**config.mk**
```make
export PLATFORM = sky130hd
export DESIGN_NAME = maze_lookup_arbiter
export DESIGN_NICKNAME = d
export VERILOG_FILES = /design/src/rtl/maze_lookup_arbiter.sv
export SDC_FILE = /design/constraint.sdc
export NUM_CORES = 1
export LEC_CHECK = 0
export ABC_CLOCK_PERIOD_IN_PS = 13000
export CORE_MARGIN = 1
export CORE_UTILIZATION = 32
export DETAILED_ROUTE_END_ITERATION = 10
export HOLD_SLACK_MARGIN = 0.15
export PLACE_DENSITY = 0.7
export SYNTH_ARGS = -nofsm -noshare
export SYNTH_HDL_FRONTEND = slang
export SYNTH_SLANG_ARGS = --single-unit
```
**constraint.sdc**
```tcl
create_clock -name clk -period 13 [get_ports clk]
set_clock_uncertainty 0.2 [all_clocks]
set_input_delay 1.3 -clock clk [delete_from_list [all_inputs] [get_ports clk]]
set_output_delay 1.3 -clock clk [all_outputs]
set_load 0.02 [all_outputs]
```
**src/rtl/maze_lookup_arbiter.sv**
```systemverilog
// Round-robin arbiter that funnels mover legal-move lookups into one maze memory port.
// Define PACMAN_PRIORITY_EN to let mover 0 (pacman) win whenever it requests.
module maze_lookup_arbiter #(
    parameter int NREQ    = 5,
    parameter int MEM_LAT = 2
) (
    input  logic                 clk,
    input  logic                 rst,
    input  logic [NREQ-1:0]      req,
    input  logic [NREQ*10-1:0]   req_x,
    input  logic [NREQ*10-1:0]   req_y,
    input  logic                 hold,
    output logic [NREQ-1:0]      gnt,
    output logic                 mem_rd,
    output logic [9:0]           mem_x,
    output logic [9:0]           mem_y,
    input  logic [3:0]           mem_legal,
    output logic                 rsp_valid,
    output logic [2:0]           rsp_id,
    output logic [3:0]           rsp_legal
);

    localparam logic [9:0] XY_LIMIT = 10'd480;

    logic [2:0]          rr_ptr_reg, rr_ptr_next;
    logic [NREQ-1:0]     scan_req;
    logic                win_found;
    logic [2:0]          win_idx;
    logic [2:0]          win_idx_inc;
    logic                grant_ok;
    logic [9:0]          win_x, win_y;
    logic                win_oor;
    int                  scan_idx;

    logic [NREQ-1:0]     gnt_reg;
    logic                mem_rd_reg;
    logic [9:0]          mem_x_reg, mem_y_reg;
    logic                issue_valid_reg;
    logic [2:0]          issue_id_reg;
    logic                issue_oor_reg;

    logic [MEM_LAT-1:0]   tag_valid_reg, tag_valid_next;
    logic [MEM_LAT-1:0]   tag_oor_reg, tag_oor_next;
    logic [3*MEM_LAT-1:0] tag_id_reg, tag_id_next;

    logic                rsp_valid_reg;
    logic [2:0]          rsp_id_reg;
    logic [3:0]          rsp_legal_reg;

    // Scan from the farthest offset down so the nearest requester at/after rr_ptr wins.
    always_comb begin
        scan_req  = req;
        win_found = 1'b0;
        win_idx   = 3'd0;
        scan_idx  = 0;
`ifdef PACMAN_PRIORITY_EN
        scan_req[0] = 1'b0;
`endif
        for (int off = NREQ - 1; off >= 0; off--) begin
            scan_idx = (int'(rr_ptr_reg) + off) % NREQ;
            if (scan_req[scan_idx]) begin
                win_found = 1'b1;
                win_idx   = 3'(scan_idx);
            end
        end
`ifdef PACMAN_PRIORITY_EN
        if (req[0]) begin
            win_found = 1'b1;
            win_idx   = 3'd0;
        end
`endif
        grant_ok = win_found && !hold;
    end

    always_comb begin
        win_x       = req_x[int'(win_idx)*10 +: 10];
        win_y       = req_y[int'(win_idx)*10 +: 10];
        win_oor     = (win_x >= XY_LIMIT) || (win_y >= XY_LIMIT);
        win_idx_inc = (int'(win_idx) == NREQ - 1) ? 3'd0 : win_idx + 3'd1;
        rr_ptr_next = rr_ptr_reg;
        if (grant_ok) begin
`ifdef PACMAN_PRIORITY_EN
            // Pacman grants bypass the ghosts' rotation entirely.
            if (win_idx != 3'd0) begin
                rr_ptr_next = win_idx_inc;
            end
`else
            rr_ptr_next = win_idx_inc;
`endif
        end
    end

    always_ff @(posedge clk or posedge rst) begin
        if (rst) begin
            rr_ptr_reg      <= 3'd0;
            gnt_reg         <= '0;
            mem_rd_reg      <= 1'b0;
            mem_x_reg       <= 10'd0;
            mem_y_reg       <= 10'd0;
            issue_valid_reg <= 1'b0;
            issue_id_reg    <= 3'd0;
            issue_oor_reg   <= 1'b0;
        end else begin
            rr_ptr_reg      <= rr_ptr_next;
            gnt_reg         <= grant_ok ? (NREQ'(1) << win_idx) : '0;
            mem_rd_reg      <= grant_ok && !win_oor;
            issue_valid_reg <= grant_ok;
            if (grant_ok) begin
                mem_x_reg     <= win_x;
                mem_y_reg     <= win_y;
                issue_id_reg  <= win_idx;
                issue_oor_reg <= win_oor;
            end
        end
    end

    // Tag slot MEM_LAT-1 lines up with the cycle mem_legal is valid for that read.
    genvar gi;
    generate
        for (gi = 0; gi < MEM_LAT; gi++) begin : g_tag
            if (gi == 0) begin : g_head
                assign tag_valid_next[0]  = issue_valid_reg;
                assign tag_oor_next[0]    = issue_oor_reg;
                assign tag_id_next[2:0]   = issue_id_reg;
            end else begin : g_shift
                assign tag_valid_next[gi]      = tag_valid_reg[gi-1];
                assign tag_oor_next[gi]        = tag_oor_reg[gi-1];
                assign tag_id_next[3*gi +: 3]  = tag_id_reg[3*(gi-1) +: 3];
            end
        end
    endgenerate

    always_ff @(posedge clk or posedge rst) begin
        if (rst) begin
            tag_valid_reg <= '0;
            tag_oor_reg   <= '0;
            tag_id_reg    <= '0;
            rsp_valid_reg <= 1'b0;
            rsp_id_reg    <= 3'd0;
            rsp_legal_reg <= 4'd0;
        end else begin
            tag_valid_reg <= tag_valid_next;
            tag_oor_reg   <= tag_oor_next;
            tag_id_reg    <= tag_id_next;
            rsp_valid_reg <= tag_valid_reg[MEM_LAT-1];
            if (tag_valid_reg[MEM_LAT-1]) begin
                rsp_id_reg    <= tag_id_reg[3*(MEM_LAT-1) +: 3];
                rsp_legal_reg <= tag_oor_reg[MEM_LAT-1] ? 4'd0 : mem_legal;
            end
        end
    end

    assign gnt       = gnt_reg;
    assign mem_rd    = mem_rd_reg;
    assign mem_x     = mem_x_reg;
    assign mem_y     = mem_y_reg;
    assign rsp_valid = rsp_valid_reg;
    assign rsp_id    = rsp_id_reg;
    assign rsp_legal = rsp_legal_reg;

endmodule

```
==> results.cfg, run 1 <==
[floorplanning]
io_pins = 146
die-area_mm2 = 0.0144
initial_core_util = 0.331
fp-row-count = 42
die_w_um = 120
die_h_um = 120
coreArea_mm2 = 0.0134

[finish]
seq_area_mm2 = 0.00130
area.growth.synth_to_final_pct = 38.9
antenna_cells = 0
fin_nets = 760
fillers = 1277
multiInputGateArea_mm2 = 0.00290
drive_above_1_share = 0.0772
final_util = 0.461

[worst_setup_path]
worst_path_max_delay_cell = ha_1
cp_slowest_stage_delay_ns = 0.70
path_common_cell = ha_1
critPathKind = flop to flop
critPathLaunchType = flop
critPathLaunch = rr_ptr_reg[0]
cp_cell_sequence = buf_4 -> inv_2 -> ha_1 -> inv_1 -> a21boi_0 -> ha_1 -> nor2b_1 -> o22ai_1 -> o2111ai_1 -> nand2_1 -> and2_1 -> o41ai_1 -> a211oi_1 -> nor2_4 -> mux2_2 -> nor4_1 -> a21oi_1 -> and3_1
reg2reg_slack_ns = 6.98
cp-end-kind = flop
critPathRequiredTime_ns = 12.99
reg2reg_from = rr_ptr_reg[0]
crit_fanout = 37
critical_path_arrival_ns = 6.00

[global_route]
grt_max_degree = 53
gr-usage-all-layers = 0.177
grt_pass1_wl_um = 20400
grt_pass1_vias = 4265
grt_remaining_overflow = 0
antenna_found_initial = 0

[clocking]
cts_tree = yes
cts.clk_slew.worst_paths_ns = 0.07
cts_root_buf = clkbuf_16
cts_buffers = 5
post_cts_buffers = 0
cts_num_sinks = 52
htreeDepth = 2
cts_buffer_depth = 2
clock_latency_ns = 0.29

[yosys]
postSynthAreaPerCell_um2 = 9.01
syn-num-nets = 632
ys_seq_elements = 52
yosys_warnings = 0
synthArstFlopShare = 1.00
synth_cell_types = 77
yosysSeqAreaShare = 0.293
synth_cells = 493
syn_area_mm2 = 0.00444
synthFlopType = dfrtp_1
synth_edf_count = 0

[timing]
tightest_slew_ns = 1.11
slew_headroom = 0.254
drv_slew = 0
setup_viol = 0
worst_slack_ns = 6.98
rsz0062_at_grt = false
tns_ns = 0
fmax_mhz = 166
finalHoldViolCount = 0
period_minus_slack_ns = 6.02
finalCritPeriodShare = 0.463

[status]
status = completed

[route]
dr.pass1.iters = 4
drt_wl_total_um = 12700
num_vias = 4230
initialDrtViolationCount = 219
route.detailed.drc = 0
avgRoutedWirePerCell_um = 15.9
ant_nets = 0
avgViaCountPerCell = 5.30

[worst_hold_path]
min_from = tag_id_reg[1]
hp-class = flop to flop

[job]
drv_cap = 0

[place]
gp_congestion = 0.903
port_buffers = 145
hpwl_um = 9730
pre_cts_ws_ns = 7.02
worst max-delay path: cells and delay by family (launching register included):
kind	cells	cell delay (ns)
buffers and inverters	3	0.80
multiplexers	1	0.43
AND/OR/NAND/NOR	6	1.72
adder cells (fa/ha/maj)	2	1.02
AO/OA/AOI/OAI	6	1.38
flip-flops	1	0.33
final cells by class:
| cell class | instances | share of cell area |
|---|---|---|
| Multi-Input combinational cell | 385 | 0.470 |
| Tap cell | 176 | 0.0357 |
| Sequential cell | 52 | 0.211 |
| Inverter | 26 | 0.0158 |
| Timing Repair Buffer | 151 | 0.243 |
| Clock inverter | 3 | 0.00406 |
| Clock buffer | 5 | 0.0203 |
cell families after synthesis:
group	after synthesis	share of synthesized area
AND/OR/NAND/NOR	148	0.181
multiplexers	68	0.165
buffers and inverters	56	0.0569
AO/OA/AOI/OAI	134	0.211
XOR/XNOR	8	0.0158
adder cells (fa/ha/maj)	27	0.0777
flip-flops	52	0.293
per-stage QoR:
step / cell area (um2) / hold WS, ns / instances
2_1_floorplan: 4440 / 0.131 / 493
3_3_place_gp: 6010 / 0.132 / 789
3_5_place_dp: 6010 / 0.135 / 789
4_1_cts: 6170 / 0.152 / 798
5_1_grt: 6170 / 0.160 / 798
6_report: 6170 / 0.150 / 798
cell usage in the layout (no fill, tap or decap), types with 5 or more instances in the layout:
cell             netlist  final
a211oi_1              14     14
a21oi_1               41     41
a31oi_1               10      9
and2_0                10     10
and2_1                 7      7
and3_1                 6      6
buf_4                  3      5
clkbuf_16              0      5
clkdlybuf4s50_1        0    145
dfrtp_1               52     52
ha_1                  26     26
inv_1                 23     22
mux2_2                17     17
mux2i_1               48     48
nand2_1               35     35
nand2b_1               6      6
nand3b_1               8      8
nand4_1                5      5
nor2_1                32     32
nor2b_1                7      7
nor3_1                 5      5
nor4_1                 7      7
o211ai_1               7      7
o21ai_0               11     11
xnor2_1                7      7
cells in the mapped netlist (all sizes together) (3+ instances only):
cell	n	share of area
o21a	4	0.0068
o21bai	3	0.0051
nand4	5	0.0070
a211o	3	0.0059
nand2b	6	0.0085
ha	26	0.073
and3	6	0.0085
inv	26	0.022
nor3	5	0.0056
dfrtp	52	0.29
or3	4	0.0056
buf	18	0.025
o2111ai	3	0.0059
a211oi	14	0.024
nor4	7	0.0099
nand2	35	0.030
nand3	3	0.0034
clkbuf	12	0.010
o22ai	4	0.0087
nor2b	7	0.0099
nor2	33	0.030
nand4b	3	0.0059
o2bb2ai	4	0.0079
nand3b	8	0.014
a31oi	11	0.019
mux2i	49	0.11
xnor2	7	0.014
a21o	4	0.0068
and2	17	0.024
o21ai	13	0.015
o211ai	7	0.012
mux2	17	0.043
a21boi	3	0.0051
a21oi	42	0.048
metal layers:
metal / share of wire / routed length [um] / global-route usage
met1: 0.41 / 5180 / 0.197
met2: 0.51 / 6490 / 0.327
met3: 0.059 / 753 / 0.0404
met4: 0.021 / 261 / 0.0633
met5: 0 / 0 / 0
timing repair:
action / in CTS / in global routing
gates resized for setup: 0 / 0
hold endpoints to repair: 1 / 0
hold buffers: 1 / 0
worst paths after layout:
path,to,cells past startpoint
min in group asynchronous,rsp_id[1],3
max,mem_rd,18
max reg2reg,mem_rd,18
min,tag_id_reg[4],0
min reg2reg,tag_id_reg[4],0
max in group asynchronous,mem_y[0],3
Power of run 1 is left out: the tool's default activity adds up to more than one toggle a clock period on the data nets, which glitch-free logic cannot reach.
==> inputs of run 2 (changes only) <==
--- a/config.mk
+++ b/config.mk
@@ -5,7 +5,7 @@
 export SDC_FILE = /design/constraint.sdc
 export NUM_CORES = 1
 export LEC_CHECK = 0
-export ABC_CLOCK_PERIOD_IN_PS = 13000
+export ABC_CLOCK_PERIOD_IN_PS = 6000
 export CORE_MARGIN = 1
 export CORE_UTILIZATION = 32
 export DETAILED_ROUTE_END_ITERATION = 10
==> constraint.sdc (replaced) <==
create_clock -name clk -period 6 [get_ports clk]
set_clock_uncertainty 0.2 [all_clocks]
set_input_delay 0.6 -clock clk [delete_from_list [all_inputs] [get_ports clk]]
set_output_delay 0.6 -clock clk [all_outputs]
set_load 0.02 [all_outputs]
==> results.cfg, run 2 (synthesized netlist as in run 1, its figures left out) <==
[place]
gp_congestion = 0.895
hpwl_um = 10200
dp_cells = 796
port_buffers = 145

[worst_setup_path]
cp-end-kind = flop
cp_top_family = simple AND/OR/NAND/NOR gates
r2r-end = mem_rd
worst_path_max_delay_cell = dfrtp_1
crit_fanout = 29
critPathLaunchType = flop
critPathRequiredTime_ns = 5.99
critical_path_buf_inv_count = 2
critical_path_arrival_ns = 5.65
path_common_cell = ha_1
critPathLaunch = rr_ptr_reg[1]
cp_slowest_stage_delay_ns = 0.48
r2r.worst_path.cells = 19
reg2reg_from = rr_ptr_reg[1]
reg2reg_slack_ns = 0.35
critPathKind = flop to flop
cp_cell_sequence = inv_1 -> ha_1 -> xnor2_1 -> o211ai_1 -> a21boi_0 -> ha_1 -> nor2b_1 -> o22ai_1 -> o2111ai_1 -> nand2_1 -> and2_1 -> o41ai_1 -> a211oi_1 -> nor2_4 -> buf_4 -> and3b_1 -> nor4_1 -> nand3b_1 -> and3_1

[finish]
drive_above_1_share = 0.0976
layout_common_cells = clkdlybuf4s50_1, dfrtp_1, mux2i_1, a21oi_1, nand2_1
fillers = 1258
fin_nets = 773
final_cell_count_no_fill = 811
final_util = 0.469
area.growth.synth_to_final_pct = 41.4
antenna_cells = 0
final_common_cell = clkdlybuf4s50_1

[status]
status = completed

[floorplanning]
die_h_um = 120
fp-row-count = 42
coreArea_mm2 = 0.0134
die-area_mm2 = 0.0144
io_pins = 146
initial_core_util = 0.331
die_w_um = 120

[global_route]
grt_max_degree = 53
grt_pass1_vias = 4176
grt_remaining_overflow = 0
gr-usage-all-layers = 0.182
antenna_found_initial = 0
grt_pass1_wl_um = 20900

[clocking]
cts_resized = 0
cts_tree = yes
cts_num_sinks = 52
cts_root_buf = clkbuf_16
cts_buffer_depth = 2
clock_latency_ns = 0.30
post_cts_buffers = 0
holdBufCountCts = 0
htreeDepth = 2
cts.clk_slew.worst_paths_ns = 0.07
cts_buffers = 5

[route]
route.detailed.drc = 0
avgViaCountPerCell = 5.34
avgRoutedWirePerCell_um = 16.3
dr.pass1.iters = 5
ant_nets = 0
initialDrtViolationCount = 239
drt_wl_total_um = 13200
num_vias = 4329

[timing]
period_minus_slack_ns = 5.65
hold_ws_ns = 0.151
finalHoldViolCount = 0
tns_ns = 0
finalCritPeriodShare = 0.942
rsz0062_at_grt = false
fmax_mhz = 177
tightest_slew_ns = 0.727
drv_slew = 0
slew_headroom = 0.515
setup_viol = 0

[worst_hold_path]
min_to = tag_valid_reg[1]
min_from = tag_valid_reg[0]
hp-class = flop to flop
worst_hold_path.num_cells = 0

[job]
drv_cap = 0
==> run 2: cell count changes in the layout (fill, tap and decap cells not counted), sizes merged <==
cell,change
dlygate4sd3,-1
buf,+14
inv,-1
clkinv,+1
==> run 2: how the worst max path moves through the flow <==
stage                    end  slack [ns]  cells past startpoint
6_report              mem_rd        0.35                     19
5_1_grt        rr_ptr_reg[2]       0.008                     21
4_1_cts               mem_rd        0.36                     19
3_5_place_dp          mem_rd        0.37                     19
3_3_place_gp          mem_rd        0.71                     18
2_1_floorplan  rr_ptr_reg[2]        1.08                     22
==> run 2: through the flow <==
step                cell area, um2  worst slack [ns]
detailed placement            6060             0.368
finish                        6280             0.345
global placement              6060             0.711
global route                  6280           0.00821
CTS                           6220             0.357
floorplan                     4440              1.08
==> run 2: layout make-up <==
class | instances | area (um2) | share of cell area
Inverter | 26 | 97.6 | 0.0155
Clock inverter | 3 | 27.5 | 0.00438
Tap cell | 176 | 220 | 0.0351
Multi-Input combinational cell | 385 | 2900 | 0.462
Sequential cell | 52 | 1300 | 0.207
Timing Repair Buffer | 164 | 1610 | 0.256
Clock buffer | 5 | 125 | 0.0199
==> run 2: layer usage <==
metal	part of all wire	track usage	vias up	wire length [um]
met5	0	0	-	0
met4	0.017	0.0586	0	225
met3	0.076	0.0423	23	1000
met2	0.51	0.318	173	6740
met1	0.40	0.219	2045	5260
li1	-	-	2088	-
==> run 2: worst reg2reg max path: stages (launching register included) <==
cell       delay (ns)
dfrtp_1          0.48
inv_1            0.39
ha_1             0.44
xnor2_1          0.25
o211ai_1         0.24
a21boi_0         0.37
ha_1             0.32
nor2b_1          0.24
o22ai_1          0.19
o2111ai_1        0.15
nand2_1          0.13
and2_1           0.17
o41ai_1          0.35
a211oi_1         0.21
nor2_4           0.24
buf_4            0.35
and3b_1          0.24
nor4_1           0.30
nand3b_1         0.13
and3_1           0.16
Power of run 2 is left out for the same reason.
